[config.mk]
export PLATFORM = sky130hd
export DESIGN_NAME = rom_fetch_ctrl_flat
export DESIGN_NICKNAME = d
export VERILOG_FILES = /design/src/rtl/rom_fetch_ctrl_if.sv /design/src/rtl/rom_fetch_ctrl.sv /design/src/flat_wrapper.sv
export SDC_FILE = /design/constraint.sdc
export NUM_CORES = 1
export LEC_CHECK = 0
export CORE_MARGIN = 2
export CORE_UTILIZATION = 50
export CTS_BUF_LIST = sky130_fd_sc_hd__clkbuf_8
export DETAILED_ROUTE_END_ITERATION = 7
export PLACE_DENSITY = 0.74
export SYNTH_ARGS = -nofsm -noshare
export SYNTH_HDL_FRONTEND = slang
export SYNTH_SLANG_ARGS = --single-unit
[constraint.sdc]
create_clock -name clk -period 3.8 [get_ports clk]
set_clock_uncertainty 0.05 [all_clocks]
set_input_delay 0.38 -clock clk [delete_from_list [all_inputs] [get_ports clk]]
set_output_delay 0.38 -clock clk [all_outputs]
set_load 0.02 [all_outputs]
[src/rtl/rom_fetch_ctrl_if.sv]
// rtl/rom_fetch_ctrl_if.sv - fetch/ROM/decode signal bundle for rom_fetch_ctrl
interface rom_fetch_ctrl_if #(
    parameter int ADDR_W = 11,
    parameter int DATA_W = 14
);
    logic [ADDR_W-1:0] rom_addr;
    logic [DATA_W-1:0] rom_data;
    logic [DATA_W-1:0] ir;
    logic              ir_valid;
    logic [ADDR_W-1:0] pc;
    logic              stall;
    logic              load_pc;
    logic [ADDR_W-1:0] load_addr;
    logic              push;
    logic              pop;
    logic              skip;
    logic              stk_ovf;
    logic              stk_unf;

    modport master (
        output rom_addr, ir, ir_valid, pc, stk_ovf, stk_unf,
        input  rom_data, stall, load_pc, load_addr, push, pop, skip
    );

    modport slave (
        input  rom_addr, ir, ir_valid, pc, stk_ovf, stk_unf,
        output rom_data, stall, load_pc, load_addr, push, pop, skip
    );
endinterface

[src/rtl/rom_fetch_ctrl.sv]
// rtl/rom_fetch_ctrl.sv - program counter, instruction register and return stack
module rom_fetch_ctrl #(
    parameter int                ADDR_W       = 11,
    parameter int                DATA_W       = 14,
    parameter int                STACK_DEPTH  = 8,
    parameter logic [ADDR_W-1:0] RESET_VECTOR = '0,
    parameter logic [DATA_W-1:0] NOP_WORD     = '0
) (
    input  logic              clk,
    input  logic              rst,
    rom_fetch_ctrl_if.master  bus
);
    localparam int SP_W  = $clog2(STACK_DEPTH);
    localparam int CNT_W = SP_W + 1;
    localparam logic [SP_W-1:0]  SP_ONE   = SP_W'(1);
    localparam logic [CNT_W-1:0] CNT_ONE  = CNT_W'(1);
    localparam logic [CNT_W-1:0] CNT_FULL = CNT_W'(STACK_DEPTH);

    logic [ADDR_W-1:0] pc_q, pc_d;
    logic [DATA_W-1:0] ir_q, ir_d;
    logic              ir_valid_q, ir_valid_d;
    logic [SP_W-1:0]   sp_q, sp_d;
    logic [CNT_W-1:0]  cnt_q, cnt_d;
    logic              stk_ovf_q, stk_ovf_d;
    logic              stk_unf_q, stk_unf_d;

    logic [ADDR_W-1:0] stack_q [STACK_DEPTH];
    logic              stack_we;

    always_comb begin
        pc_d       = pc_q;
        ir_d       = ir_q;
        ir_valid_d = ir_valid_q;
        sp_d       = sp_q;
        cnt_d      = cnt_q;
        stk_ovf_d  = stk_ovf_q;
        stk_unf_d  = stk_unf_q;
        stack_we   = 1'b0;

        if (bus.stall) begin
            // decode holds its request lines until the stall drops
        end else if (bus.load_pc) begin
            pc_d       = bus.load_addr;
            ir_d       = NOP_WORD;
            ir_valid_d = 1'b0;
            if (bus.push) begin
                stack_we = 1'b1;
                sp_d     = sp_q + SP_ONE;
                if (cnt_q == CNT_FULL) begin
                    stk_ovf_d = 1'b1;
                end else begin
                    cnt_d = cnt_q + CNT_ONE;
                end
            end
        end else if (bus.pop) begin
            // an empty-stack pop still follows the wrapped pointer
            pc_d       = stack_q[sp_q - SP_ONE];
            sp_d       = sp_q - SP_ONE;
            ir_d       = NOP_WORD;
            ir_valid_d = 1'b0;
            if (cnt_q == '0) begin
                stk_unf_d = 1'b1;
            end else begin
                cnt_d = cnt_q - CNT_ONE;
            end
        end else if (bus.skip) begin
            pc_d       = pc_q + ADDR_W'(1);
            ir_d       = NOP_WORD;
            ir_valid_d = 1'b0;
        end else begin
            pc_d       = pc_q + ADDR_W'(1);
            ir_d       = bus.rom_data;
            ir_valid_d = 1'b1;
        end
    end

    always_ff @(posedge clk or posedge rst) begin
        if (rst) begin
            pc_q       <= RESET_VECTOR;
            ir_q       <= NOP_WORD;
            ir_valid_q <= 1'b0;
            sp_q       <= '0;
            cnt_q      <= '0;
            stk_ovf_q  <= 1'b0;
            stk_unf_q  <= 1'b0;
        end else begin
            pc_q       <= pc_d;
            ir_q       <= ir_d;
            ir_valid_q <= ir_valid_d;
            sp_q       <= sp_d;
            cnt_q      <= cnt_d;
            stk_ovf_q  <= stk_ovf_d;
            stk_unf_q  <= stk_unf_d;
        end
    end

    // Return-address storage carries no reset; only sp/cnt define its contents.
    always_ff @(posedge clk) begin
        if (stack_we) begin
            stack_q[sp_q] <= pc_q;
        end
    end

    assign bus.rom_addr = pc_q;
    assign bus.pc       = pc_q;
    assign bus.ir       = ir_q;
    assign bus.ir_valid = ir_valid_q;
    assign bus.stk_ovf  = stk_ovf_q;
    assign bus.stk_unf  = stk_unf_q;
endmodule

[src/flat_wrapper.sv]
// flat-port wrapper written by rule: the top's interface ports become plain ports
module rom_fetch_ctrl_flat 
#(
    parameter int                ADDR_W       = 11,
    parameter int                DATA_W       = 14,
    parameter int                STACK_DEPTH  = 8,
    parameter logic [ADDR_W-1:0] RESET_VECTOR = '0,
    parameter logic [DATA_W-1:0] NOP_WORD     = '0
)
  (clk, rst, bus_rom_addr, bus_ir, bus_ir_valid, bus_pc, bus_stk_ovf, bus_stk_unf, bus_rom_data, bus_stall, bus_load_pc, bus_load_addr, bus_push, bus_pop, bus_skip);
  rom_fetch_ctrl_if #(.ADDR_W(ADDR_W), .DATA_W(DATA_W)) bus_i ();
  input  logic clk;
  input  logic rst;
  output wire logic [$bits(bus_i.rom_addr)-1:0] bus_rom_addr;
  output wire logic [$bits(bus_i.ir)-1:0] bus_ir;
  output wire logic [$bits(bus_i.ir_valid)-1:0] bus_ir_valid;
  output wire logic [$bits(bus_i.pc)-1:0] bus_pc;
  output wire logic [$bits(bus_i.stk_ovf)-1:0] bus_stk_ovf;
  output wire logic [$bits(bus_i.stk_unf)-1:0] bus_stk_unf;
  input wire logic [$bits(bus_i.rom_data)-1:0] bus_rom_data;
  input wire logic [$bits(bus_i.stall)-1:0] bus_stall;
  input wire logic [$bits(bus_i.load_pc)-1:0] bus_load_pc;
  input wire logic [$bits(bus_i.load_addr)-1:0] bus_load_addr;
  input wire logic [$bits(bus_i.push)-1:0] bus_push;
  input wire logic [$bits(bus_i.pop)-1:0] bus_pop;
  input wire logic [$bits(bus_i.skip)-1:0] bus_skip;
  assign bus_rom_addr = bus_i.rom_addr;
  assign bus_ir = bus_i.ir;
  assign bus_ir_valid = bus_i.ir_valid;
  assign bus_pc = bus_i.pc;
  assign bus_stk_ovf = bus_i.stk_ovf;
  assign bus_stk_unf = bus_i.stk_unf;
  assign bus_i.rom_data = bus_rom_data;
  assign bus_i.stall = bus_stall;
  assign bus_i.load_pc = bus_load_pc;
  assign bus_i.load_addr = bus_load_addr;
  assign bus_i.push = bus_push;
  assign bus_i.pop = bus_pop;
  assign bus_i.skip = bus_skip;
  rom_fetch_ctrl #(.ADDR_W(ADDR_W), .DATA_W(DATA_W), .STACK_DEPTH(STACK_DEPTH), .RESET_VECTOR(RESET_VECTOR), .NOP_WORD(NOP_WORD)) u_core (.clk(clk), .rst(rst), .bus(bus_i));
endmodule
# [Word-level counts from Yosys, hierarchy flattened]
# Memory sizes are Yosys's and may differ from the RTL's.
# Index checks and enable logic that the tools add are counted.
[totals] mem_count=1 inputBits=32 mem_bits_rw=88 regBits=35 word_cells=46
[mem_list] memory="u_core.stack_q" words=8 word_bits=11 rd=1 rd_ports_with_merged_regs=0 wr=1 line_no="rom_fetch_ctrl.sv:27" rtl="logic [ADDR_W-1:0] stack_q [STACK_DEPTH];"
[classes] n_eq_ne=4 mux=21 n_bitwise=2 n_addsub=5 n_reduce_logical=6
[op_table] op="$mux W14" count=3
[op_table] op="$mux W11" count=2
[op_table] op="$mux W4" count=5
[op_table] op="$add A11 B1 Y11 const B" count=1
[op_table] op="$mux W3" count=3
[op_table] op="$mux W1" count=8
[op_table] op="$reduce_and A4 Y1" count=2
[op_table] op="$reduce_and A5 Y1" count=1
[op_table] op="$add A4 B1 Y4 const B" count=1
[op_table] op="$eq A4 B4 Y1 const B" count=1
[op_table] op="$logic_not A4 Y1" count=1
[op_table] op="$ne A2 B2 Y1 const B" count=2
[op_table] op="$sub A4 B1 Y4 const B" count=1
[op_table] op="$add A3 B1 Y3 const B" count=1
[op_table] op="$reduce_and A3 Y1" count=1
[op_table] op="$sub A3 B1 Y3 const B" count=1
[op_table] op="$ne A2 B1 Y1 const B" count=1
[op_table] op="$not A1 Y1" count=2
[op_table] op="$reduce_bool A2 Y1" count=1

# [Logic depth before layout (Yosys ltp)]
[depth] word_depth=5 depth_mapped=10 ltp_nobuf=7

# [Worst setup path after synthesis]
# No wires, ideal clock.
[synth_timing] kind="reg2reg" from="register u_core.sp_q[0]" to="register u_core.pc_q[2], in the netlist u_core.bus.pc[2]" arrival_time_ns=2.555 stages_incl_launch_ff=10 required_ns=3.624 path_buffers=3 slack_ns=1.069 cell_sequence="dfrtp_1 -> buf_2 -> buf_4 -> clkinv_1 -> ha_1 -> buf_1 -> mux4_2 -> mux2i_1 -> a21oi_1 -> a221o_1"
[synth_between] elab_chain_cells=4
[synth_lines] item="start, declared" line_no="rom_fetch_ctrl.sv:22" rtl="logic [SP_W-1:0] sp_q, sp_d;"
[synth_lines] item="start signal, assigned" line_no="rom_fetch_ctrl.sv:90" rtl="sp_q <= sp_d;"
[synth_lines] item="$sub A3 B1 Y3" line_no="rom_fetch_ctrl.sv:57" rtl="pc_d = stack_q[sp_q - SP_ONE];"
[synth_lines] item="$mem_v2 Z8 W11"
[synth_lines] item="$mux W11" line_no="rom_fetch_ctrl.sv:55" rtl="end else if (bus.pop) begin"
[synth_lines] item="$mux W11" line_no="rom_fetch_ctrl.sv:42" rtl="end else if (bus.load_pc) begin"
[synth_lines] item="end signal, assigned" line_no="rom_fetch_ctrl.sv:87" rtl="pc_q <= pc_d;"
[synth_lines] item="end, declared" line_no="rom_fetch_ctrl.sv:19" rtl="logic [ADDR_W-1:0] pc_q, pc_d;"
# No other way between the ends.
# A chain may end at the register's enable or synchronous reset.

# [Final worst setup path]
[layout_timing] from="register u_core.sp_q[0]" to="register u_core.pc_q[0], in the netlist u_core.bus.pc[0]"
# Same word-level chain as after synthesis.

==> metrics list <==
- The run finished with clean final reports.
- Fmax: 355 MHz
- The biggest area contributor in the post-synthesis netlist is edfxtp_1.
- Crit. End Element: flop
- The critical path contains buffers and inverters numbering 2 combined.
- Routability-driven placement finished with a final weighted congestion of roughly 0.8.
* I/O pin total: 71
- 0 antenna diodes ended up in the layout.
- The floorplan step defined a core boundary enclosing approximately 10000 sq um.
- Bufs on Longest Clock Path: 2
* Worst setup path startpoint: u_core.sp_q[0]
- Global routing finished with a remaining overflow of 0.
- Total number of nets in the final design: 440
- The critical path is of the reg -> reg type.
- Input and output buffers added on the ports amount to 70.
- Along the worst path, the maximum fanout reaches 15.
* Syn nets: ~360
- Die Span X: ~110 um
- Warning count from the yosys run: 0
- Most frequently used flop master after synthesis: edfxtp_1
- Synth cell types: 43
- In the post-synthesis netlist, the biggest area contributors are edfxtp_1 51%, dfrtp_1 17%, mux4_2 7.8%, a22o_1 2.4%, mux4_1 2.0%.
- A synthesized cell averages ~16 sq um.
- The synthesized design contains slightly below 90 enable-type register cells.
- Summed over all nets, the half-perimeter wirelength after detailed placement is 7920 um.
- MaxCap Viol Count: 0
- Total count of hold-check failures in the final report: 0
- In this run, post-CTS repair resized a total of 0 instances.
- Worst R2R Setup Slack: slightly below 1000 ps
- The worst register-to-register path begins at u_core.sp_q[0].
* Number of rows created at floorplan: 37
- Pin count of the biggest net entering global routing: 36
- For the worst-skew pair, the clock arrives at the later sink with an insertion delay of approximately 440 ps.
- Most common cell after layout, fill and taps aside: edfxtp_1
* Synthesized area: 5210 sq um
* Total via count after detailed routing: 3150
* First-pass detailed-route iteration total: 5
* Clock root buffer: clkbuf_8
- The count of nets left with antenna violations once routing finished came out at 0.
- For this block, the routed nets add up to ~12000 um of wire.
- Setup violations remaining at the end of the flow were counted as 0.
- Final setup TNS: 0 ps
- Worst reg2reg path endpoint: u_core.bus.pc[0]
- The most numerous cell type found on the critical path is a211oi_1.
- The top cell types in the final layout, fill and taps aside, are 88 x edfxtp_1, 70 x clkdlybuf4s50_1, 35 x dfrtp_1, 18 x mux4_2, 18 x buf_4.
* Switching power summed over all nets: 1.49 mW
* Net switching share of the total power: approximately a third
* Antenna violations before repair: 0
* Global-route wire length before repair: 18300 um
- STA classifies the critical path startpoint as a flop.
- Slew headroom: about a third
- Final worst-path cycle share: 74.2%
- For the worst setup path, the data arrival time is 3060 ps.
* Number of setup buffers added after CTS: 0
- Starting density of the core: just over 50%
- CTS saw about 120 sinks.
* Die H: around 110 um
- For this design, the slowest cell found on the critical path is ha_1.
- After clock tree synthesis, the clock-pin slew on the worst setup and hold paths is around 70 ps.
- Internal power consumption: ~3.0 mW
- Top Family by Delay on Critical Path: multiplexers
* Fraction of layout instances using a drive strength above 1: ~17%
- Total count of max-transition violations in the final report: 0
- The largest single stage delay on the critical path is 610 ps.
- Logic gate share of total power: between 30% and 40%
* Number of global-route vias before repair: 3195
* Number of standard cells after synthesis: 320
* Worst VDD drop: around 0.42 mV
* Pleak: about 2.4 nW
* Path type of the worst min-delay path: reg -> reg
* Total DRC errors in the routed layout: 0
- Dividing total power by cell area gives a power density of between 700 and 800 nW/um^2.
- The most critical setup path has its endpoint at u_core.bus.pc[0].
- Setup repair after global routing left no endpoint under its margin.
- Number of register bits inferred by synthesis: between 100 and 150
- Share of synthesized registers carrying an async set or reset: around 28%
* DR WL/cell: ~22 um
* Level count of the clock H-tree: 4
- Sequential fraction of design power: roughly two fifths
- Via density: between 5 and 6
- Number of CTS-inserted buffers: 17
- Post-synthesis to final-layout area growth: 24.0%
* Cell breakdown of the critical path: clkinv_1 -> ha_1 -> buf_4 -> mux4_2 -> mux2i_1 -> a211oi_1 -> a211oi_1 -> a21oi_1
- TritonCTS built the clock tree.
- In this run, the number of DRC markers left after iteration 0 of detailed routing was about 180.
* Share of the synthesized area in the top cell type: between 50% and 60%
* Minimum clock period: roughly 2800 ps
* Total power of the final layout: 4.53 mW
- The die covers between 10000 and 15000 sq um.
- Of the total power, the clock network draws about 25%.
* Number of hold buffers added after CTS: 0
- Share of the yosys chip area belonging to registers: between 60% and 70%
- Count of cells along the worst register-to-register path: 8
- Crit path depth: 8
- Required time of the worst setup path: slightly above 4000 ps
- Total GRT Usage: 22.7%
- For the pin with the worst max-slew slack, the measured transition is 1000 ps.
routing by layer:
layer,vias up,GRT usage [%],part of all wire (%),wire length (um)
met5,-,0,0,0
met4,0,10.7,2.4,290
met1,1602,30.1,41,4910
li1,1399,-,-,-
met3,22,5.76,6.2,736
met2,127,35.4,50,5950
flip-flops by register name, indices dropped and copies added, names as in the netlist:
| name | cells |
|---|---|
| u_core.bus.ir | 14 |
| u_core.bus.ir_valid | 1 |
| u_core.cnt_q | 4 |
| u_core.bus.pc | 11 |
| u_core.sp_q | 3 |
| u_core.stack_q | 88 |
| u_core.bus.stk_ovf | 1 |
| u_core.bus.stk_unf | 1 |
kinds of logic after synthesis:
kind of cell,after synthesis,share of synthesized area [%]
xor gates and xnor gates,17,3.22
adders and majority gates,6,1.58
AOI/OAI and AO/OA,52,7.35
buffers and inverters,31,3.34
DFF,123,67.5
muxes,32,11.8
and+or+nand+nor,59,5.23
power by group through the flow:
stage	logic (mW)	clock network [mW]	registers, mW
floorplan	1.07	0	1.85
global route	1.67	1.21	1.86
finish	1.57	1.13	1.83
CTS	1.58	1.15	1.83
global placement	1.53	0	1.85
detailed placement	1.56	0	1.86
metrics by stage:
step                      setup slack, ps  hold slack [ps]  instances  area (sq um)  utilization [%]
final                                 981              425        551          6460             63.2
after global routing                  847              441        551          6460             63.2
after CTS                            1020              429        551          6460             63.2
after global placement                804              415        519          6070             59.3
after detailed placement              624              412        519          6070             59.3
after floorplan                      1070              453        320          5210                -
worst min-delay path by stage:
stage / from / endpoint / cells past startpoint
2_1_floorplan: u_core.cnt_q[3] / u_core.cnt_q[3] / 1
3_3_place_gp: u_core.bus.stk_unf / u_core.bus.stk_unf / 1
3_5_place_dp: u_core.bus.stk_ovf / u_core.bus.stk_ovf / 1
4_1_cts: u_core.bus.stk_ovf / u_core.bus.stk_ovf / 1
5_1_grt: u_core.bus.stk_ovf / u_core.bus.stk_ovf / 1
6_report: u_core.bus.stk_ovf / u_core.bus.stk_ovf / 1
area by class of cell:
type                    instances  area, sq um
repair buffers                 88          836
fillers                       759         3770
multi-input cells             166         1520
clock inverters                15          159
flip-flops and latches        123         3520
well taps                     136          170
clock buffers                  17          234
inverters                       6         22.5
cell usage after synthesis (all sizes together), types with 5 or more instances:
cell type and n:
ha 5, clkbuf 7, nor3 7, a22o 14, edfxtp 88, nand2 15, o21ai 10, a21oi 10
nor2 16, mux2i 8, xnor2 12, buf 18, nand3 10, xor2 5, mux4 22, dfrtp 35
Power figures use the tool's default switching activity.
